[src/rtl/tx_frame_arbiter.sv]
// tx_frame_arbiter: round-robin per-frame arbiter sharing one MAC transmit byte path
// Ports:
//   clock, reset       rising-edge clock, asynchronous active-low reset
//   valid_in/last_in   per-source beat valid (also the request) and end-of-frame
//   data_in            packed source beats, port i at [i*DATA_WIDTH +: DATA_WIDTH]
//   ready_out          per-source beat accept (only the owner sees tx_ready)
//   tx_data/valid/last beat to the MAC, tx_ready is the MAC accept
//   grant              registered one-hot owner, 0 when no frame is in flight
//   busy               high while a frame is in flight or the inter-frame gap runs
module tx_frame_arbiter #(
    parameter int NUM_PORTS  = 4,
    parameter int DATA_WIDTH = 8,
    parameter int IFG_CYCLES = 12
) (
    input  logic                             clock,
    input  logic                             reset,
    input  logic [NUM_PORTS-1:0]             valid_in,
    input  logic [NUM_PORTS*DATA_WIDTH-1:0]  data_in,
    input  logic [NUM_PORTS-1:0]             last_in,
    output logic [NUM_PORTS-1:0]             ready_out,
    output logic [DATA_WIDTH-1:0]            tx_data,
    output logic                             tx_valid,
    output logic                             tx_last,
    input  logic                             tx_ready,
    output logic [NUM_PORTS-1:0]             grant,
    output logic                             busy
);
    localparam int PW = NUM_PORTS > 1 ? $clog2(NUM_PORTS) : 1;
    localparam int CW = IFG_CYCLES > 1 ? $clog2(IFG_CYCLES) : 1;
    typedef enum logic [1:0] {IDLE, XFER, GAP} state_t;
    state_t state, state_n;
    logic [NUM_PORTS-1:0] grant_n, rot, low, pick;
    logic [2*NUM_PORTS-1:0] back;
    logic [PW:0] sh;
    logic [PW-1:0] ptr, ptr_n, gidx;
    logic [CW-1:0] cnt, cnt_n;
    // Rotate requests so the port after the last-served one sits at bit 0,
    // isolate the lowest set bit, then rotate that one-hot back into place.
    always_comb begin
        sh   = {1'b0, ptr} + 1'b1;
        rot  = NUM_PORTS'({valid_in, valid_in} >> sh);
        low  = rot & (~rot + NUM_PORTS'(1));
        back = {low, low} << sh;
        pick = back[2*NUM_PORTS-1:NUM_PORTS];
    end
    // grant is zero outside XFER, so gating every output by it idles the path
    always_comb begin
        gidx     = '0;
        tx_data  = '0;
        for (int i = 0; i < NUM_PORTS; i++) begin
            if (grant[i]) begin
                gidx    = PW'(i);
                tx_data = data_in[i*DATA_WIDTH +: DATA_WIDTH];
            end
        end
        tx_valid  = |(grant & valid_in);
        tx_last   = |(grant & last_in);
        ready_out = grant & {NUM_PORTS{tx_ready}};
        busy      = state != IDLE;
    end
    always_comb begin
        state_n = state;
        grant_n = grant;
        ptr_n   = ptr;
        cnt_n   = cnt;
        case (state)
            IDLE: begin
                if (|valid_in) begin
                    grant_n = pick;
                    state_n = XFER;
                end
            end
            XFER: begin
                if (tx_valid && tx_ready && tx_last) begin
                    ptr_n   = gidx;
                    grant_n = '0;
                    cnt_n   = CW'(IFG_CYCLES - 1);
                    state_n = IFG_CYCLES == 0 ? IDLE : GAP;
                end
            end
            GAP: begin
                cnt_n   = cnt == '0 ? cnt : cnt - CW'(1);
                state_n = cnt == '0 ? IDLE : GAP;
            end
            default: state_n = IDLE;
        endcase
    end
    always_ff @(posedge clock or negedge reset) begin
        if (!reset) begin
            state <= IDLE;
            grant <= '0;
            ptr   <= PW'(NUM_PORTS - 1);
            cnt   <= '0;
        end else begin
            state <= state_n;
            grant <= grant_n;
            ptr   <= ptr_n;
            cnt   <= cnt_n;
        end
    end
endmodule

[config.mk]
export PLATFORM = sky130hd
export DESIGN_NAME = tx_frame_arbiter
export DESIGN_NICKNAME = d
export VERILOG_FILES = /design/src/rtl/tx_frame_arbiter.sv
export SDC_FILE = /design/constraint.sdc
export NUM_CORES = 1
export LEC_CHECK = 0
export CAP_MARGIN = 25
export CORE_AREA = 10 10 63 65
export CTS_CLUSTER_SIZE = 14
export DETAILED_ROUTE_END_ITERATION = 10
export DIE_AREA = 0 0 73 75
export GPL_ROUTABILITY_DRIVEN = 0
export PLACE_DENSITY = 0.84
export SETUP_SLACK_MARGIN = 0.5
export SYNTH_ARGS = -nofsm -noshare
export SYNTH_HDL_FRONTEND = slang
export SYNTH_SLANG_ARGS = --single-unit
[constraint.sdc]
create_clock -name clock -period 2.2 [get_ports clock]
set_input_delay 0.33 -clock clock [delete_from_list [all_inputs] [get_ports clock]]
set_output_delay 0.33 -clock clock [all_outputs]
set_load 0.03 [all_outputs]
==> results of run 1 <==
[final cells by class]
cell class,instances,area [sq um]
Timing Repair Buffer,81,807.0
Multi-Input combinational cell,100,852.1
Sequential cell,12,307.8
Clock buffer,4,26.28
Tap cell,31,38.79
Inverter,8,30.03
Fill cell,157,648.1
[path summary, 6_finish.rpt]
| kind | from | end | slack [ns] |
|---|---|---|---|
| max in group asynchronous | reset | grant[2] | 1.39 |
| min in group clock | cnt[0] | cnt[0] | 0.52 |
| hold / removal | reset | state[0] | 0.40 |
| setup reg to reg | ptr[0] | grant[1] | 0.38 |
| hold reg to reg | cnt[0] | cnt[0] | 0.52 |
| setup / recovery | valid_in[1] | grant[2] | 0.37 |
[what timing repair did]
action	in CTS	in global routing
resized for setup	47	29
setup endpoints to repair	24	17
pin swaps	7	7
buffers inserted	11	7
[critical path: stages]
cell and delay [ns]:
clkdlybuf4s50_1 0.53, or3_4 0.44, o31ai_2 0.22, a22oi_2 0.10, mux2_2 0.29, o22ai_2 0.12
[metal layers]
layer | GRT usage [%] | share of wire (%) | up-vias
met2 | 27.22 | 54 | 57
met1 | 17.40 | 38 | 663
met5 | 0 | 0 | -
met4 | 3.586 | 2.4 | 0
met3 | 2.891 | 5.7 | 13
li1 | - | - | 627
[kinds of logic (layout without fill, tap and decap cells)]
| family | count (synthesis) | count (layout) |
|---|---|---|
| buf+inv | 14 | 93 |
| compound gates | 49 | 49 |
| flops | 12 | 12 |
| xor+xnor | 2 | 2 |
| simple gates | 45 | 45 |
| fa+ha+maj | 3 | 3 |
| mux | 1 | 1 |
[cells in the mapped netlist, types with 2 or more instances]
library cell	count
clkbuf_1	6
o22ai_1	2
a21oi_1	7
and2_1	3
o21ai_0	10
o31ai_1	2
inv_1	8
nor3_1	4
xor2_1	2
and3_1	2
nor2_1	12
a22oi_1	21
dfstp_2	2
or2_2	3
ha_1	3
nand2_1	11
dfrtp_1	10
nand2b_1	3
[flip-flops by register name, indices dropped and copies added (netlist names)]
| signal | count |
|---|---|
| ptr | 2 |
| state | 2 |
| cnt | 4 |
| grant | 4 |
[report_power, final]
group	switching [mW]	internal, mW
clock network	0.0793	0.0704
registers	0.130	0.331
logic	1.15	1.02
[metrics by stage]
| step | util (%) | instance area (sq um) |
|---|---|---|
| 2_1_floorplan | - | 1062 |
| 3_3_place_gp | 61.59 | 1669 |
| 3_5_place_dp | 61.59 | 1669 |
| 4_1_cts | 69.21 | 1876 |
| 5_1_grt | 76.08 | 2062 |
| 6_report | 76.08 | 2062 |
==> impl_metrics.ini, run 1 <==
[floorplanning]
initial_core_util_pct = 36.70
dieArea_sq_mm = 0.005475
ioPinCount = 62
die_x_microns = 73
num_rows = 19
core_sq_mm = 0.002710
die_y_microns = 75

[final_layout]
final_common_cell = clkdlybuf4s50_1
drive_gt1_share_pct = 43.90
syn_to_final_growth_pct = 107.3
diodes = 0
stdcell_count = 236
layout_common_cells = clkdlybuf4s50_1, buf_4, a22oi_2
fin_nets = 252

[timing]
rsz0062_at_grt = yes
fin_hold_ws_ns = 0.3963
timing.final.crit_share_pct = 83.32
fin_setup_tns_ns = 0
tightest_slew_ns = 0.5523
clock.fmax_mhz = 545.6
finalWorstPathRequiredPeriod_ns = 1.833
finClkSkew_ns = 0.01211
finalHoldViolCount = 0
slew_viol_final = 0
setup_viol = 0
timing.final.ws_setup_ns = 0.3670
slew-limit-headroom_pct = 63.07

[yosys]
avgSynthCellArea_sq_um = 7.894
synthesis.area_sq_um = 994.7
synth_fa_ha_area_share_pct = 3.774
synth_top_area_share_pct = 25.16
synth_compound_area_share_pct = 33.96
yosysUniqueCellTypes = 33
muxShareOfSynthArea_pct = 1.132
async_flop_share_pct = 100.0
synth-simple-area-share_pct = 23.65
synthCells = 126
synth_edf_count = 0
synth_xor_area_share_pct = 1.761
synthTopCellsByArea = dfrtp_1, a22oi_1, dfstp_2
yosysWarnings = 0
ys_ff_latch = 12
syn-num-nets = 172
synth_top_area_cell = dfrtp_1
synth_top_family_by_area = compound AO/OA/AOI/OAI gates
seq_area_frac_synth_pct = 30.44
synthFlopType = dfrtp_1

[power_and_ir_drop]
vdd_ir_drop_max_uv = 1043
finalPower_mw = 2.779
p_per_area_mw_per_mm2 = 1348
leakagePower_nw = 0.8601

[detailed_routing]
dr.pass1.iters = 4
drt_iter0_drc = 110
via_per_inst = 5.763
vias = 1360
drc_errors = 0
ant_nets = 0
wire_per_inst_microns = 20.85
drt-total-wl_mm = 4.920

[global_route]
overflow = 0
grtUsageTotal_pct = 14.92
antenna_found_initial = 0
grt_pass1_vias = 1307
grt_start_max_net_pins = 16
grt_pass1_wl_mm = 6.658

[critical_path]
endpoint_kind = register
critPathArrivalTime_ns = 2.03
reg2reg_depth = 5
worstPathMaxFanout = 5
start_kind = primary input
critical_path_class = primary input to register
cp.required_ns = 2.39

[placed_design]
port_buffers = 61
dp_cells = 214
post-place-ws_ns = 0.05569
hpwl_mm = 3.266

[clocking]
htree_levels = 1
clk_path_buf_depth = 2
insertion_delay_ns = 0.28
cts_tree = done
root_buffer = clkbuf_4
cts.sinks = 12
cts_buffers = 3
holdBufCountCts = 0
clkTransAtPathRegs_ns = 0.09

[min_path]
hold_path.class = primary input to asynchronous set/reset pin

[status]
status = complete, no violations

[flow_run]
max_cap_viol_count = 0
(Power assumes the default switching activity.)
==> run 2, diff against run 1 <==
- clock period: 2.2 -> 1.81 ns (I/O delays scaled with it)
==> run 2 against run 1 <==
Net effect: the run now ends with setup timing left; cell count grew 5.5%; utilization grew 11 points; wire length rose by 12%; critical path type is now register to register; die area stayed put; register-to-register slack worse by 0.42 ns; highest routed layer unchanged; global-route usage grew 1.5 points; worst setup slack lost 0.41 ns; first-iteration DRC count is 45% lower.
==> impl_metrics.ini, run 2 (synthesized netlist as in run 1, its figures left out) <==
[critical_path]
cp.required_ns = 1.98
path_cells = or3b_4 > a2111oi_4 > a31o_1 > nor2_1 > o22ai_1
endpoint_kind = register
critPathBufInv = 0
r2r_slack_ns = -0.04
worstPathMaxFanout = 6
critical_path_class = register to register
crit_slowest_cell = dfstp_2
start_kind = register
slowest_delay_ns = 0.60
critPathArrivalTime_ns = 2.02
critPathTopFamily = compound AO/OA/AOI/OAI gates

[timing]
tightest_slew_ns = 0.5479
setup_viol = 4
rsz0062_at_grt = yes
finClkSkew_ns = 0.007925
clock.fmax_mhz = 540.6
finalWorstPathRequiredPeriod_ns = 1.850
slew_viol_final = 0
timing.final.ws_setup_ns = -0.03968
slew-limit-headroom_pct = 63.36
timing.final.crit_share_pct = 102.2
finalHoldViolCount = 0

[power_and_ir_drop]
finalPower_mw = 3.943
p_int_mw = 2.067
leakagePower_nw = 0.9590
p_per_area_mw_per_mm2 = 1668
p_clk_share_pct = 5.7
power_frac_comb_pct = 80.1
switching_share_pct = 47.57
switching_power_mw = 1.876
p_seq_share_pct = 14.1
vdd_ir_drop_max_uv = 1460

[final_layout]
stdcell_area_sq_mm = 0.002364
reg.largest.list = cnt (4), grant (4)
diodes = 0
layout_common_cells = clkdlybuf4s50_1, buf_6, buf_4
fillers = 126
fin_nets = 265
drive_gt1_share_pct = 56.42
syn_to_final_growth_pct = 137.6
final_common_cell = clkdlybuf4s50_1

[global_route]
grt_pass1_vias = 1467
antenna_found_initial = 0
grtUsageTotal_pct = 16.39
grt_pass1_wl_mm = 7.327
overflow = 0
grt_start_max_net_pins = 13

[detailed_routing]
ant_nets = 0
via_per_inst = 5.799
wire_per_inst_microns = 22.14
drt-total-wl_mm = 5.514
drc_errors = 0
drt_iter0_drc = 60
vias = 1444
dr.pass1.iters = 4

[clocking]
insertion_delay_ns = 0.29
cts_buffers = 3
clkTransAtPathRegs_ns = 0.09
clk_path_buf_depth = 2
htree_levels = 1
cts.sinks = 12
root_buffer = clkbuf_4
cts_tree = done

[placed_design]
port_buffers = 61
post-place-ws_ns = -0.2044
hpwl_mm = 3.474
place_area_sq_mm = 0.001867

[floorplanning]
die_x_microns = 73
dieArea_sq_mm = 0.005475
ioPinCount = 62
initial_core_util_pct = 36.70
core_sq_mm = 0.002710
num_rows = 19
die_y_microns = 75

[status]
status = complete, but fails checks
violations = setup timing

[flow_run]
max_cap_viol_count = 0

[min_path]
hold_path.class = primary input to asynchronous set/reset pin
-- run 2: through the flow --
| stage | setup TNS (ns) | util [%] | std cells | hold slack (ns) |
|---|---|---|---|---|
| after global placement | -0.1592 | 68.88 | 227 | 0.4978 |
| final | -0.08061 | 87.21 | 249 | 0.3324 |
| after CTS | 0 | 75.21 | 236 | 0.3475 |
| after detailed placement | -0.4407 | 68.88 | 227 | 0.5112 |
| after global routing | -0.3973 | 87.21 | 249 | 0.3753 |
| after floorplan | 0 | - | 126 | -0.02409 |
-- run 2: per-layer routing --
metal  share of wire [%]  up-vias  global-route usage, %
li1                    -      654                      -
met1                  40      714                  19.09
met2                  52       68                  29.42
met3                 6.9        8                  3.811
met4                 1.8        0                  4.008
met5                   0        -                      0
-- run 2: path summary, 6_finish.rpt --
path                         from  cells past startpoint  endpoint
setup / recovery           ptr[0]                      5  grant[3]
hold / removal              reset                      1  state[0]
setup reg to reg           ptr[0]                      5  grant[3]
hold reg to reg            cnt[3]                      2    cnt[3]
max in group asynchronous   reset                      1  grant[3]
min in group clock         cnt[3]                      2    cnt[3]
-- run 2: final cells by class --
cell class,instances,area [sq um],area share [%]
sequential,12,307.8,13.02
tap,31,38.79,1.641
inverter,8,32.53,1.376
clock buffer,4,36.28,1.535
timing repair buffer,94,969.7,41.03
multi-input combinational,100,978.4,41.40
-- run 2: power groups by stage --
stage | registers (mW) | logic (mW) | clock network [mW]
final | 0.558 | 3.16 | 0.226
after global routing | 0.566 | 3.32 | 0.238
after global placement | 0.517 | 2.18 | 0
after CTS | 0.528 | 2.50 | 0.222
after floorplan | 0.602 | 1.37 | 0
after detailed placement | 0.526 | 2.24 | 0
-- run 2: what timing repair did --
action,4_1_cts,5_1_grt
gates cloned,1,1
gates resized for setup,41,54
hold buffers,0,0
setup buffers,4,12
pin swaps,7,11
setup endpoints to repair,31,30
